$ cat config.mk
export PLATFORM = sky130hd
export DESIGN_NAME = klingon_seg_decoder
export DESIGN_NICKNAME = d
export VERILOG_FILES = /design/src/rtl/klingon_seg_decoder.sv
export SDC_FILE = /design/constraint.sdc
export NUM_CORES = 1
export LEC_CHECK = 0
export CORE_MARGIN = 4
export CORE_UTILIZATION = 40
export DETAILED_ROUTE_END_ITERATION = 10
export SYNTH_ARGS = -nofsm -noshare
export SYNTH_HDL_FRONTEND = slang
export SYNTH_SLANG_ARGS = --single-unit
$ cat constraint.sdc
create_clock -name clk -period 6.1 [get_ports clk]
set_input_delay 0.915 -clock clk [delete_from_list [all_inputs] [get_ports clk]]
set_output_delay 0.915 -clock clk [all_outputs]
set_load 0.03 [all_outputs]
$ cat src/rtl/klingon_seg_decoder.sv
// Receive side of the Klingon 7-segment glyph link: debounces the segment lines,
// decodes a stable glyph to a BCD digit and offers it once over valid/ready.
module klingon_seg_decoder #(
   parameter int         STABLE_CYCLES = 4,
   parameter logic [6:0] PAT0 = 7'h7E,
   parameter logic [6:0] PAT1 = 7'h30,
   parameter logic [6:0] PAT2 = 7'h6D,
   parameter logic [6:0] PAT3 = 7'h79,
   parameter logic [6:0] PAT4 = 7'h33,
   parameter logic [6:0] PAT5 = 7'h5B,
   parameter logic [6:0] PAT6 = 7'h5F,
   parameter logic [6:0] PAT7 = 7'h70,
   parameter logic [6:0] PAT8 = 7'h4F,
   parameter logic [6:0] PAT9 = 7'h7B
) (
   input  logic       clk,
   input  logic       reset,
   input  logic       A,
   input  logic       B,
   input  logic       C,
   input  logic       D,
   input  logic       E,
   input  logic       F,
   input  logic       G,
   output logic       O0,
   output logic       O1,
   output logic       O2,
   output logic       O3,
   output logic       digit_valid,
   input  logic       digit_ready,
   output logic       pattern_err,
   output logic [7:0] err_count
);

   localparam int CW = $clog2(STABLE_CYCLES + 1);
   localparam logic [CW-1:0] CNT_MAX = CW'(STABLE_CYCLES);
   localparam logic [9:0][6:0] PATS = {PAT9, PAT8, PAT7, PAT6, PAT5,
                                       PAT4, PAT3, PAT2, PAT1, PAT0};

   typedef enum logic [1:0] {SETTLE, VALID, DONE} state_t;

   state_t          state, state_nxt;
   logic [6:0]      seg, seg_q, acc_pat, acc_pat_d;
   logic [CW-1:0]   cnt;
   logic            stable;
   logic            match_hit;
   logic [3:0]      match_idx;
   logic [3:0]      digit_q, digit_d;
   logic            valid_d, err_d;
   logic [7:0]      err_count_d;

   assign seg    = {A, B, C, D, E, F, G};
   assign stable = (cnt == CNT_MAX);
   assign {O0, O1, O2, O3} = digit_q;

   // NOTE: sequential state uses non-blocking (<=) so every flop samples pre-edge values.
   always_ff @(posedge clk) begin
      if (reset) begin
         seg_q <= '0;
         cnt   <= '0;
      end else begin
         seg_q <= seg;
         if (seg != seg_q)
            cnt <= CW'(1);
         else if (cnt != CNT_MAX)
            cnt <= cnt + CW'(1);
      end
   end

   // Scan downwards so the lowest matching index wins on duplicate patterns.
   always_comb begin
      // NOTE: every always_comb output gets a default first, so no latch is inferred.
      match_hit = 1'b0;
      match_idx = '0;
      for (int k = 9; k >= 0; k--) begin
         if (seg_q == PATS[k]) begin
            match_hit = 1'b1;
            match_idx = 4'(k);
         end
      end
   end

   always_ff @(posedge clk) begin
      if (reset)
         state <= SETTLE;
      else
         state <= state_nxt;
   end

   always_comb begin
      state_nxt = state;
      case (state)
         SETTLE: if (stable) state_nxt = (seg_q != '0 && match_hit) ? VALID : DONE;
         VALID:  if (digit_ready) state_nxt = DONE;
         DONE:   if (seg_q != acc_pat) state_nxt = SETTLE;
         default: state_nxt = SETTLE;
      endcase
   end

   always_comb begin
      acc_pat_d   = acc_pat;
      digit_d     = digit_q;
      valid_d     = digit_valid;
      err_d       = 1'b0;
      err_count_d = err_count;
      case (state)
         SETTLE: begin
            if (stable) begin
               acc_pat_d = seg_q;
               if (seg_q == '0) begin
                  valid_d = 1'b0;
               end else if (match_hit) begin
                  digit_d = match_idx;
                  valid_d = 1'b1;
               end else begin
                  err_d = 1'b1;
                  if (err_count != 8'hFF)
                     err_count_d = err_count + 8'd1;
               end
            end
         end
         VALID: if (digit_ready) valid_d = 1'b0;
         default: ;
      endcase
   end

   always_ff @(posedge clk) begin
      if (reset) begin
         acc_pat     <= '0;
         digit_q     <= '0;
         digit_valid <= 1'b0;
         pattern_err <= 1'b0;
         err_count   <= '0;
      end else begin
         acc_pat     <= acc_pat_d;
         digit_q     <= digit_d;
         digit_valid <= valid_d;
         pattern_err <= err_d;
         err_count   <= err_count_d;
      end
   end

endmodule

**Word level (Yosys, flattened, before mapping)**

Cells that the tools add are included.
Widths: inputs -> output; s select.

- Word-level logic and storage cells: 82
- Output and inout port bits: 14
- Flip-flop bits (word level): 33
- Bits of input ports: 10

- Add/subtract/negate cells: 2
- Multiplexer cells: 33
- Reductions and logical operators: 13
- Bitwise operators: 4
- Equality and inequality tests: 21

Operator list:

| kind | count |
|---|---|
| $eq 7x7->1 const B | 8 |
| $mux 4 | 10 |
| $mux 1 | 17 |
| $eq 7x6->1 const B | 2 |
| $ne 7x7->1 | 2 |
| $add 8x1->8 const B | 1 |
| $mux 2 | 4 |
| $ne 8x8->1 const B | 1 |
| $reduce_and 4->1 | 2 |
| $logic_not 7->1 | 1 |
| $reduce_bool 7->1 | 1 |
| $ne 2x2->1 const B | 3 |
| $ne 3x3->1 const B | 2 |
| $pmux 2 s3 | 1 |
| $reduce_and 5->1 | 1 |
| $not 1->1 | 4 |
| $reduce_bool 2->1 | 2 |
| $reduce_or 4->1 | 1 |
| $add 3x1->3 const B | 1 |
| $eq 3x3->1 const B | 1 |
| $reduce_and 3->1 | 1 |
| $eq 2x1->1 const B | 1 |
| $eq 2x2->1 const B | 1 |
| $logic_not 2->1 | 1 |
| other kinds (4) | 4 |

**Longest topological paths before layout**

Gate-level depths: netlist of run 1.

- Word-level depth: 15
- Mapped depth: 9
- Depth with buffers taken out: 7

**Worst setup path after synthesis of run 1**

OpenSTA, ideal clock, no wires.

- Path type: reg2reg
- From: register cnt[0]
- To: register err_count[4]
- Buffers on the path: 2
- Data required time: 5979 ps
- Setup time: 121 ps
- Arrival: 1985 ps
- Clock period less this slack: 2106 ps
- Stages on the path, launching flop included: 10
- Slack: 3994 ps
- Cells stage by stage: dfxtp_1 inv_1 ha_1 and4bb_2 buf_4 a21boi_1 buf_2 nand2_1 nor4_1 mux2_2

- Word-level cells in the longest chain between the ends: 2

Ends and longest elaborated chain:

| element | line | text |
|---|---|---|
| start, declared | 44 | `logic [CW-1:0] cnt;` |
| start signal, assigned | 66 | `cnt <= cnt + CW'(1);` |
| $eq 3x3->1 | 53 | `assign stable = (cnt == CNT_MAX);` |
| $reduce_and 5->1 (no source line) | - |  |
| end signal, assigned | 139 | `err_count <= err_count_d;` |
| end, declared | 32 | `output logic [7:0] err_count` |

No other way between the ends.
A chain may end at the register's enable or synchronous reset.

**Worst setup path after layout of run 1**

Ends and elaborated chain as after synthesis.

==> impl_metrics.csv, run 1 <==
group,metric,value,unit
outcome,status,"finished clean",
final_layout,syn_to_final_growth,17.0,%
die,fp.dieArea,5660,µm²
cts,cts.sinks,33,
setup_path,start_kind,"flip-flop",
die,dieHeight,75.2,µm
cts,holdBufCountCts,0,
sta,tns,0,ps
grt,grt_pass1_vias,1365,
die,dieWidth,75.2,µm
cts,htreeDepth,2,
yosys,synth_seq_area_share,36.6,%
route,drc,0,
setup_path,r2r_end,"err_count[4]",
die,row_count,24,
setup_path,worst_r2r_path_depth,7,
sta,worstMarginPinSlew,760,ps
worst_hold_path,hold_depth,2,
yosys,syn_inst,206,
sta,slew_headroom,49.2,%
cts,root_buffer,"clkbuf_8",
placement,post-place-ws,3400,ps
yosys,yosysWarningCount,0,
yosys,synthFlopType,"dfxtp_1",
route,finalWirelength,3800,µm
placement,place_congestion,0.775,
grt,antenna_found_initial,0,
cts,insertion_delay,280,ps
final_layout,mostFrequentLayoutCells,"dfxtp_1, clkdlybuf4s50_1, nor2_1",
grt,grt_remaining_overflow,0,
yosys,synth_enable_flop_cells,0,
yosys,synth_top_area_share,36.6,%
yosys,synthesis.nets,219,
die,pin_count,24,
final_layout,finalNetCount,236,
run,drv_cap,0,
worst_hold_path,holdCritPathClass,"flip-flop to flip-flop",
sta,finClkSkew,3.97,ps
setup_path,path_cells,"inv_1, ha_1, and4bb_2, a21boi_1, nand2_1, nor4_1, mux2_2",
setup_path,cp_max_fo,11,
route,wl_per_cell,13.8,µm
cts,cts_resized,0,
grt,grt_use_total,15.1,%
worst_hold_path,hold_path_end,"digit_q[2]",
setup_path,reg2reg_slack,3450,ps
sta,rsz0062_at_grt,"no",
route,first_pass_iters,4,
yosys,synth_seq_cells,33,
yosys,synthArstFlopShare,0,%
yosys,yosysUniqueCellTypes,47,
cts,cts_buffers,5,
setup_path,critical_path_required,6270,ps
sta,drv_slew,0,
route,ant_nets,0,
setup_path,end_kind,"flip-flop",
route,dr_total_vias,1481,
placement,place_hpwl,2690,µm
setup_path,cp_data_arrival_time,2820,ps
sta,min_period,2650,ps
power_and_ir_drop,ir_worst_vdd,0.000136,V
grt,grt_pass1_wl,6420,µm
yosys,syn_area_per_cell,8.77,µm²
worst_hold_path,min_from,"digit_q[2]",
cts,cts_buffer_depth,2,
sta,report.final.setup_viol,0,
cts,cts_tree,"yes",
final_layout,final_layout_size_suffix_gt1_share,7.17,%
yosys,synth_area,1810,µm²
placement,port_buffers,23,
setup_path,crit_type,"flip-flop to flip-flop",
final_layout,antenna_cells,0,
route,viasPerCell,5.39,
sta,timing.final.crit_share,43.4,%
sta,setup_ws,3450,ps
power_and_ir_drop,p_per_area,200,nW/µm²
grt,grt_max_degree,35,
setup_path,startpoint,"cnt[0]",
yosys,synth_top_area_cell,"dfxtp_1",
cts,cts_setup_buffers,0,
cts,clkTransAtPathRegs,60,ps
power_and_ir_drop,leakagePower,0.000746,µW
sta,timing.fmax,378,MHz
setup_path,slowest_stage,"a21boi_1",
route,drt_iter0_drc,139,
sta,finalHoldViolations,0,
final_layout,layout_commonest_cell,"dfxtp_1",
die,start_util,41.5,%
setup_path,max_stage_delay,680,ps
die,core_area,4350,µm²
setup_path,rr_startpoint,"cnt[0]",
yosys,yosys-top-cells-area,"dfxtp_1, xnor2_1, mux2i_1",
## metrics by stage
stage	hold slack [ps]	std cells	instance area, µm²	utilization [%]	total power [µW]
final	453	275	2110	48.5	422
after global routing	497	275	2110	48.5	440
after CTS	461	275	2110	48.5	427
after detailed placement	450	268	2030	46.6	260
after global placement	446	268	2030	46.6	260
after floorplan	469	206	1810	-	250
## state kept, by name (all words and copies together), names as in the netlist
register,cells
err_count,8
acc_pat,7
pattern_err,1
digit_q,4
cnt,3
state,2
digit_valid,1
seg_q,7
## synthesized netlist by cell type (all sizes together), types with 2 or more instances
library cell,n
dfxtp,33
nor2,17
nand2,12
nor2b,11
xnor2,11
a21oi,10
buf,9
mux2i,9
nand3,8
nand4,7
nor3,7
inv,6
clkbuf,5
o21ai,5
or4,5
and3,4
o31ai,4
xor2,4
ha,3
mux2,3
nand3b,3
nor4,3
or3,3
a2111oi,2
a211oi,2
and3b,2
and4,2
nor3b,2
o211ai,2
## report_power, final
part / total (µW) / switching, µW / leakage [µW] / internal, µW
clock: 166 / 77.0 / 0.0000443 / 89.5
combinational: 28.6 / 13.1 / 0.000434 / 15.5
sequential: 227 / 8.28 / 0.000268 / 218
## final cells by class
| cell class | instances | area (µm²) |
|---|---|---|
| Tap cell | 52 | 65.1 |
| Fill cell | 439 | 2240 |
| Clock buffer | 7 | 86.3 |
| Sequential cell | 33 | 661 |
| Inverter | 6 | 22.5 |
| Multi-Input combinational cell | 153 | 1040 |
| Timing Repair Buffer | 24 | 238 |
## layer usage
layer,vias up,wire [µm],track usage [%]
met2,21,1660,22.1
met1,680,1910,20.5
met3,4,161,4.54
li1,776,-,-
met4,0,65,6.41
met5,-,0,0
## critical path: cells and delay by family, from the launching register on
kind | cells | cell delay, ps
buffers and inverters | 1 | 80
AO/OA/AOI/OAI | 1 | 680
adder cells (fa/ha/maj) | 1 | 200
multiplexers | 1 | 370
AND/OR/NAND/NOR | 3 | 910
flip-flops | 1 | 310
## kinds of logic after synthesis
| group | count (synthesis) | share of synthesized area [%] |
|---|---|---|
| xor+xnor | 15 | 7.27 |
| buf+inv | 20 | 5.82 |
| fa+ha+maj | 3 | 2.08 |
| flops | 33 | 36.6 |
| simple gates | 90 | 28.8 |
| compound gates | 33 | 12.6 |
| mux | 12 | 6.86 |
## how the worst max path moves through the flow
stage / cells after the start / end / slack [ps]
2_1_floorplan: 9 / err_count[4] / 3990
3_3_place_gp: 7 / err_count[4] / 3500
3_5_place_dp: 7 / err_count[4] / 3400
4_1_cts: 7 / err_count[4] / 3380
5_1_grt: 7 / err_count[4] / 3180
6_report: 7 / err_count[4] / 3450
Power figures use the tool's default switching activity.
==> inputs of run 2 (changes only) <==
==> constraint.sdc (replaced) <==
create_clock -name clk -period 2.6 [get_ports clk]
set_input_delay 0.39 -clock clk [delete_from_list [all_inputs] [get_ports clk]]
set_output_delay 0.39 -clock clk [all_outputs]
set_load 0.03 [all_outputs]
==> run 2 against run 1 <==
Effect of this change:
- power grew 130%
- maximum frequency up 16%
- clock power grew 130%
- routed wire length is 1.7% higher
- first-iteration DRC count grew 2.9%
- critical path depth is 2 lower
- via count rose by 1.4%
- combinational power is 130% higher
- design area increased by 0.71%
- sequential power up 130%
- core utilization is 0.34 points higher
- largest cell class unchanged
- largest power group unchanged
==> impl_metrics.csv, run 2 (synthesized netlist as in run 1, its figures left out) <==
group,metric,value,unit
outcome,status,"finished clean",
final_layout,syn_to_final_growth,17.8,%
setup_path,start_kind,"flip-flop",
route,finalWirelength,3860,µm
setup_path,cp_max_fo,13,
sta,min_period,2280,ps
sta,timing.final.crit_share,87.7,%
grt,grt_pass1_wl,6420,µm
placement,place_congestion,0.829,
sta,rsz0062_at_grt,"no",
setup_path,path_cells,"and3b_1, o211ai_1, nand3_1, nor4_1, mux2_2",
route,drt_iter0_drc,143,
worst_hold_path,holdCritPathClass,"flip-flop to flip-flop",
die,core_area,4350,µm²
route,wl_per_cell,13.9,µm
sta,timing.fmax,438,MHz
final_layout,fin_cells,277,
placement,port_buffers,23,
sta,setup_ws,319,ps
cts,cts_resized,0,
cts,clkTransAtPathRegs,70,ps
setup_path,reg2reg_slack,320,ps
sta,drv_slew,0,
sta,slew_headroom,65.6,%
power_and_ir_drop,p_per_area,464,nW/µm²
sta,tns,0,ps
final_layout,largest_reg_flops,8,
setup_path,cp_data_arrival_time,2460,ps
final_layout,utilization,48.9,%
route,dr_total_vias,1501,
final_layout,finalNetCount,238,
final_layout,final_layout_size_suffix_gt1_share,8.00,%
setup_path,slowest_stage,"dfxtp_1",
die,dieWidth,75.2,µm
setup_path,end_kind,"flip-flop",
setup_path,crit_type,"flip-flop to flip-flop",
sta,finalHoldViolations,0,
power_and_ir_drop,leakagePower,0.000757,µW
grt,grt_use_total,14.9,%
grt,antenna_found_initial,0,
die,pin_count,24,
run,drv_cap,0,
route,drc,0,
placement,dpl.cell_count,270,
final_layout,antenna_cells,0,
setup_path,max_stage_delay,580,ps
final_layout,mostFrequentLayoutCells,"dfxtp_1, clkdlybuf4s50_1, nor2_1",
final_layout,reg_top3,"err_count (8), acc_pat (7), seg_q (7)",
cts,root_buffer,"clkbuf_8",
grt,grt_remaining_overflow,0,
die,start_util,41.5,%
cts,cts_setup_buffers,0,
final_layout,largest-register,"err_count",
setup_path,critical_path_required,2780,ps
sta,report.final.setup_viol,0,
die,fp.dieArea,5660,µm²
route,viasPerCell,5.42,
die,dieHeight,75.2,µm
cts,holdBufCountCts,0,
cts,cts.sinks,33,
final_layout,layout_commonest_cell,"dfxtp_1",
sta,worstMarginPinSlew,512,ps
grt,grt_pass1_vias,1394,
route,ant_nets,0,
power_and_ir_drop,ir_worst_vdd,0.000250,V
cts,cts_buffer_depth,2,
cts,insertion_delay,280,ps
grt,grt_max_degree,34,
cts,htreeDepth,2,
cts,cts_tree,"yes",
die,row_count,24,
sta,finClkSkew,4.53,ps
placement,place_hpwl,2770,µm
cts,cts_buffers,5,
route,first_pass_iters,4,
placement,post-place-ws,340,ps
[run 2: routing by layer]
metal / track usage [%] / part of all wire [%] / up-vias
met4: 6.80 / 1.3 / 0
met5: 0 / 0 / -
met2: 22.1 / 44 / 20
li1: - / - / 783
met1: 20.2 / 51 / 694
met3: 4.01 / 3.8 / 4
[run 2: where the power goes]
part	internal, µW	total, µW	switching, µW
registers	512	532	19.8
logic	36.2	67.2	30.9
clock network	210	387	178
[run 2: metrics by stage]
step / total power, µW / cell area (µm²) / hold WS [ps]
after floorplan: 586 / 1810 / 469
after global placement: 611 / 2040 / 449
after detailed placement: 611 / 2040 / 453
after CTS: 1000 / 2130 / 463
after global routing: 1020 / 2130 / 492
final: 987 / 2130 / 457
[run 2: cell type report]
type	count	area, µm²
Multi-Input combinational cell	153	1040
Timing Repair Buffer	26	253
Sequential cell	33	661
Fill cell	439	2230
Inverter	6	22.5
Clock buffer	7	86.3
Tap cell	52	65.1
[run 2: final timing paths]
check / cells after the start / endpoint / from
min reg2reg: 2 / digit_q[2] / digit_q[2]
max: 5 / err_count[4] / seg_q[5]
min: 2 / digit_q[2] / digit_q[2]
max reg2reg: 5 / err_count[4] / seg_q[5]
[run 2: critical path: cells and delay by family (launching register included)]
kind,cells,cell delay (ps)
AOI/OAI and AO/OA,1,210
and+or+nand+nor,3,1000
DFF,1,580
muxes,1,370
==> inputs of run 3 (changes only) <==
--- a/config.mk
+++ b/config.mk
@@ -5,8 +5,10 @@
 export SDC_FILE = /design/constraint.sdc
 export NUM_CORES = 1
 export LEC_CHECK = 0
+export ABC_AREA = 1
 export CORE_MARGIN = 4
 export CORE_UTILIZATION = 40
+export CTS_CLUSTER_SIZE = 16
 export DETAILED_ROUTE_END_ITERATION = 10
 export SYNTH_ARGS = -nofsm -noshare
 export SYNTH_HDL_FRONTEND = slang
==> run 3 against run 2 <==
Effect of this change:
- sequential share of layout area up 0.24 points
- clock power down 1%
- global-route usage up 0.11 points
- synthesized area down 0.21%
- count of clock-buffer cells in the layout down 1
- combinational power up 6.4%
- routed wire length down 4.2%
- core utilization down 0.37 points
- clock skew up 2.1 ps
- design area down 0.76%
- critical path type unchanged
- critical endpoint is now err_count[1]
- highest routed layer unchanged
==> impl_metrics.csv, run 3 <==
group,metric,value,unit
yosys,synth_commonest_cells,"nor2_1, nand2_1, dfxtp_1",
route,first_pass_iters,4,
run,drv_cap,0,
final_layout,antenna_cells,0,
cts,cts_setup_buffers,0,
placement,dpl.cell_count,309,
sta,setup_ws,578,ps
final_layout,multi_input_area,953,µm²
setup_path,end_kind,"flip-flop",
die,start_util,41.4,%
setup_path,cp_data_arrival_time,2200,ps
sta,finalHoldViolations,0,
route,viasPerCell,4.89,
die,core_area,4350,µm²
power_and_ir_drop,ir_worst_vdd,0.000345,V
sta,min_period,2020,ps
setup_path,critical_path_required,2780,ps
yosys,synthArstFlopShare,0,%
sta,rsz0062_at_grt,"no",
grt,grt_remaining_overflow,0,
yosys,synth_top_area_cell,"dfxtp_1",
grt,grt_pass1_wl,6510,µm
power_and_ir_drop,p_per_area,463,nW/µm²
sta,drv_slew,0,
cts,cts.sinks,33,
route,drt_iter0_drc,90,
setup_path,slowest_stage,"nor2_4",
cts,cts_resized,0,
yosys,synth_enable_flop_cells,0,
yosys,yosysWarningCount,0,
final_layout,reg_top3,"err_count (8), acc_pat (7), seg_q (7)",
yosys,synth_seq_area_share,36.6,%
final_layout,seq_area,661,µm²
setup_path,startpoint,"cnt[0]",
route,ant_nets,0,
worst_hold_path,holdCritPathClass,"flip-flop to flip-flop",
final_layout,fin_area,2110,µm²
final_layout,fillers,458,
yosys,syn_area_per_cell,7.39,µm²
worst_hold_path,min_from,"digit_valid",
sta,finClkSkew,6.64,ps
final_layout,finalNetCount,277,
yosys,synth_seq_cells,33,
placement,place_congestion,0.851,
yosys,yosysUniqueCellTypes,30,
final_layout,fin_cells,317,
yosys,synth_area,1800,µm²
route,finalWirelength,3700,µm
placement,place_hpwl,2710,µm
grt,grt_use_total,15.0,%
final_layout,layout_commonest_cell,"nor2_1",
setup_path,rr_startpoint,"cnt[0]",
setup_path,path_cells,"inv_1, ha_1, nand2_1, nor2_4, inv_1, a31oi_4, nand3_2, nand2_1, a21oi_1",
cts,htreeDepth,2,
sta,report.final.setup_viol,0,
setup_path,reg2reg_slack,580,ps
cts,clkTransAtPathRegs,70,ps
die,dieWidth,75.1,µm
route,dr_total_vias,1550,
yosys,synthesis.nets,257,
grt,grt_pass1_vias,1475,
die,dieHeight,75.1,µm
sta,timing.final.crit_share,77.8,%
yosys,synthFlopType,"dfxtp_1",
cts,holdBufCountCts,0,
final_layout,largest_reg_flops,8,
setup_path,cp_num_buf_inv,2,
route,wl_per_cell,11.7,µm
placement,port_buffers,23,
setup_path,cp_max_fo,16,
sta,timing.fmax,495,MHz
setup_path,start_kind,"flip-flop",
cts,cts_buffers,5,
placement,dpl_cell_area,2030,µm²
die,fp.dieArea,5650,µm²
sta,tns,0,ps
placement,post-place-ws,569,ps
cts,cts_buffer_depth,2,
route,drc,0,
setup_path,cpLargestDelayFamily,"simple AND/OR/NAND/NOR gates",
cts,insertion_delay,290,ps
setup_path,max_stage_delay,320,ps
setup_path,crit_type,"flip-flop to flip-flop",
die,pin_count,24,
sta,worstMarginPinSlew,471,ps
final_layout,largest-register,"err_count",
yosys,yosys-top-cells-area,"dfxtp_1, nor2_1, nand2_1",
final_layout,syn_to_final_growth,17.1,%
die,row_count,24,
power_and_ir_drop,leakagePower,0.000867,µW
sta,slew_headroom,68.5,%
final_layout,final_layout_size_suffix_gt1_share,10.9,%
yosys,yosysMostFrequentCell,"nor2_1",
sta,hold_ws,463,ps
grt,grt_max_degree,21,
cts,cts_tree,"yes",
yosys,synth_top_area_share,36.6,%
outcome,status,"finished clean",
final_layout,mostFrequentLayoutCells,"nor2_1, nand2_1, dfxtp_1",
yosys,syn_inst,244,
grt,antenna_found_initial,0,
cts,root_buffer,"clkbuf_8",
run 3: metal layers:
metal | vias to the layer above | GRT usage [%] | share of wire [%]
li1 | 819 | - | -
met1 | 691 | 18.9 | 48
met2 | 29 | 24.3 | 45
met3 | 11 | 3.47 | 4.4
met4 | 0 | 6.80 | 2.4
met5 | - | 0 | 0
run 3: cell families (layout without fill, tap and decap cells):
logic type / after synthesis / count (layout) / synth area share, %
AND/OR/NAND/NOR: 112 / 112 / 30.0
buffers and inverters: 41 / 62 / 10.5
AO/OA/AOI/OAI: 36 / 36 / 11.6
flip-flops: 33 / 33 / 36.6
XOR/XNOR: 19 / 19 / 9.23
adder cells (fa/ha/maj): 3 / 3 / 2.08
run 3: final timing paths:
kind | to | depth (start not counted)
setup / recovery | err_count[1] | 9
setup reg to reg | err_count[1] | 9
hold reg to reg | digit_valid | 2
hold / removal | digit_valid | 2
run 3: metrics by stage:
step	util [%]	total power [µW]
after detailed placement	46.6	609
after CTS	48.5	994
final	48.5	979
after global placement	46.6	609
after floorplan	-	588
after global routing	48.5	1020
run 3: report_power, final:
group | internal, µW | switching (µW) | total [µW]
clock | 186 | 197 | 383
combinational | 32.9 | 38.6 | 71.5
sequential | 512 | 12.6 | 525
run 3: layout make-up:
type	count	area share [%]
Timing Repair Buffer	24	11.3
Inverter	30	5.33
Clock buffer	6	3.44
Multi-Input combinational cell	170	45.1
Sequential cell	33	31.3
Tap cell	52	3.08
Clock inverter	2	0.474
run 3: tightest hold or removal path, stage by stage, from the launching register on:
cell and delay, ps:
dfxtp_1 310, inv_1 60, a21oi_2 50
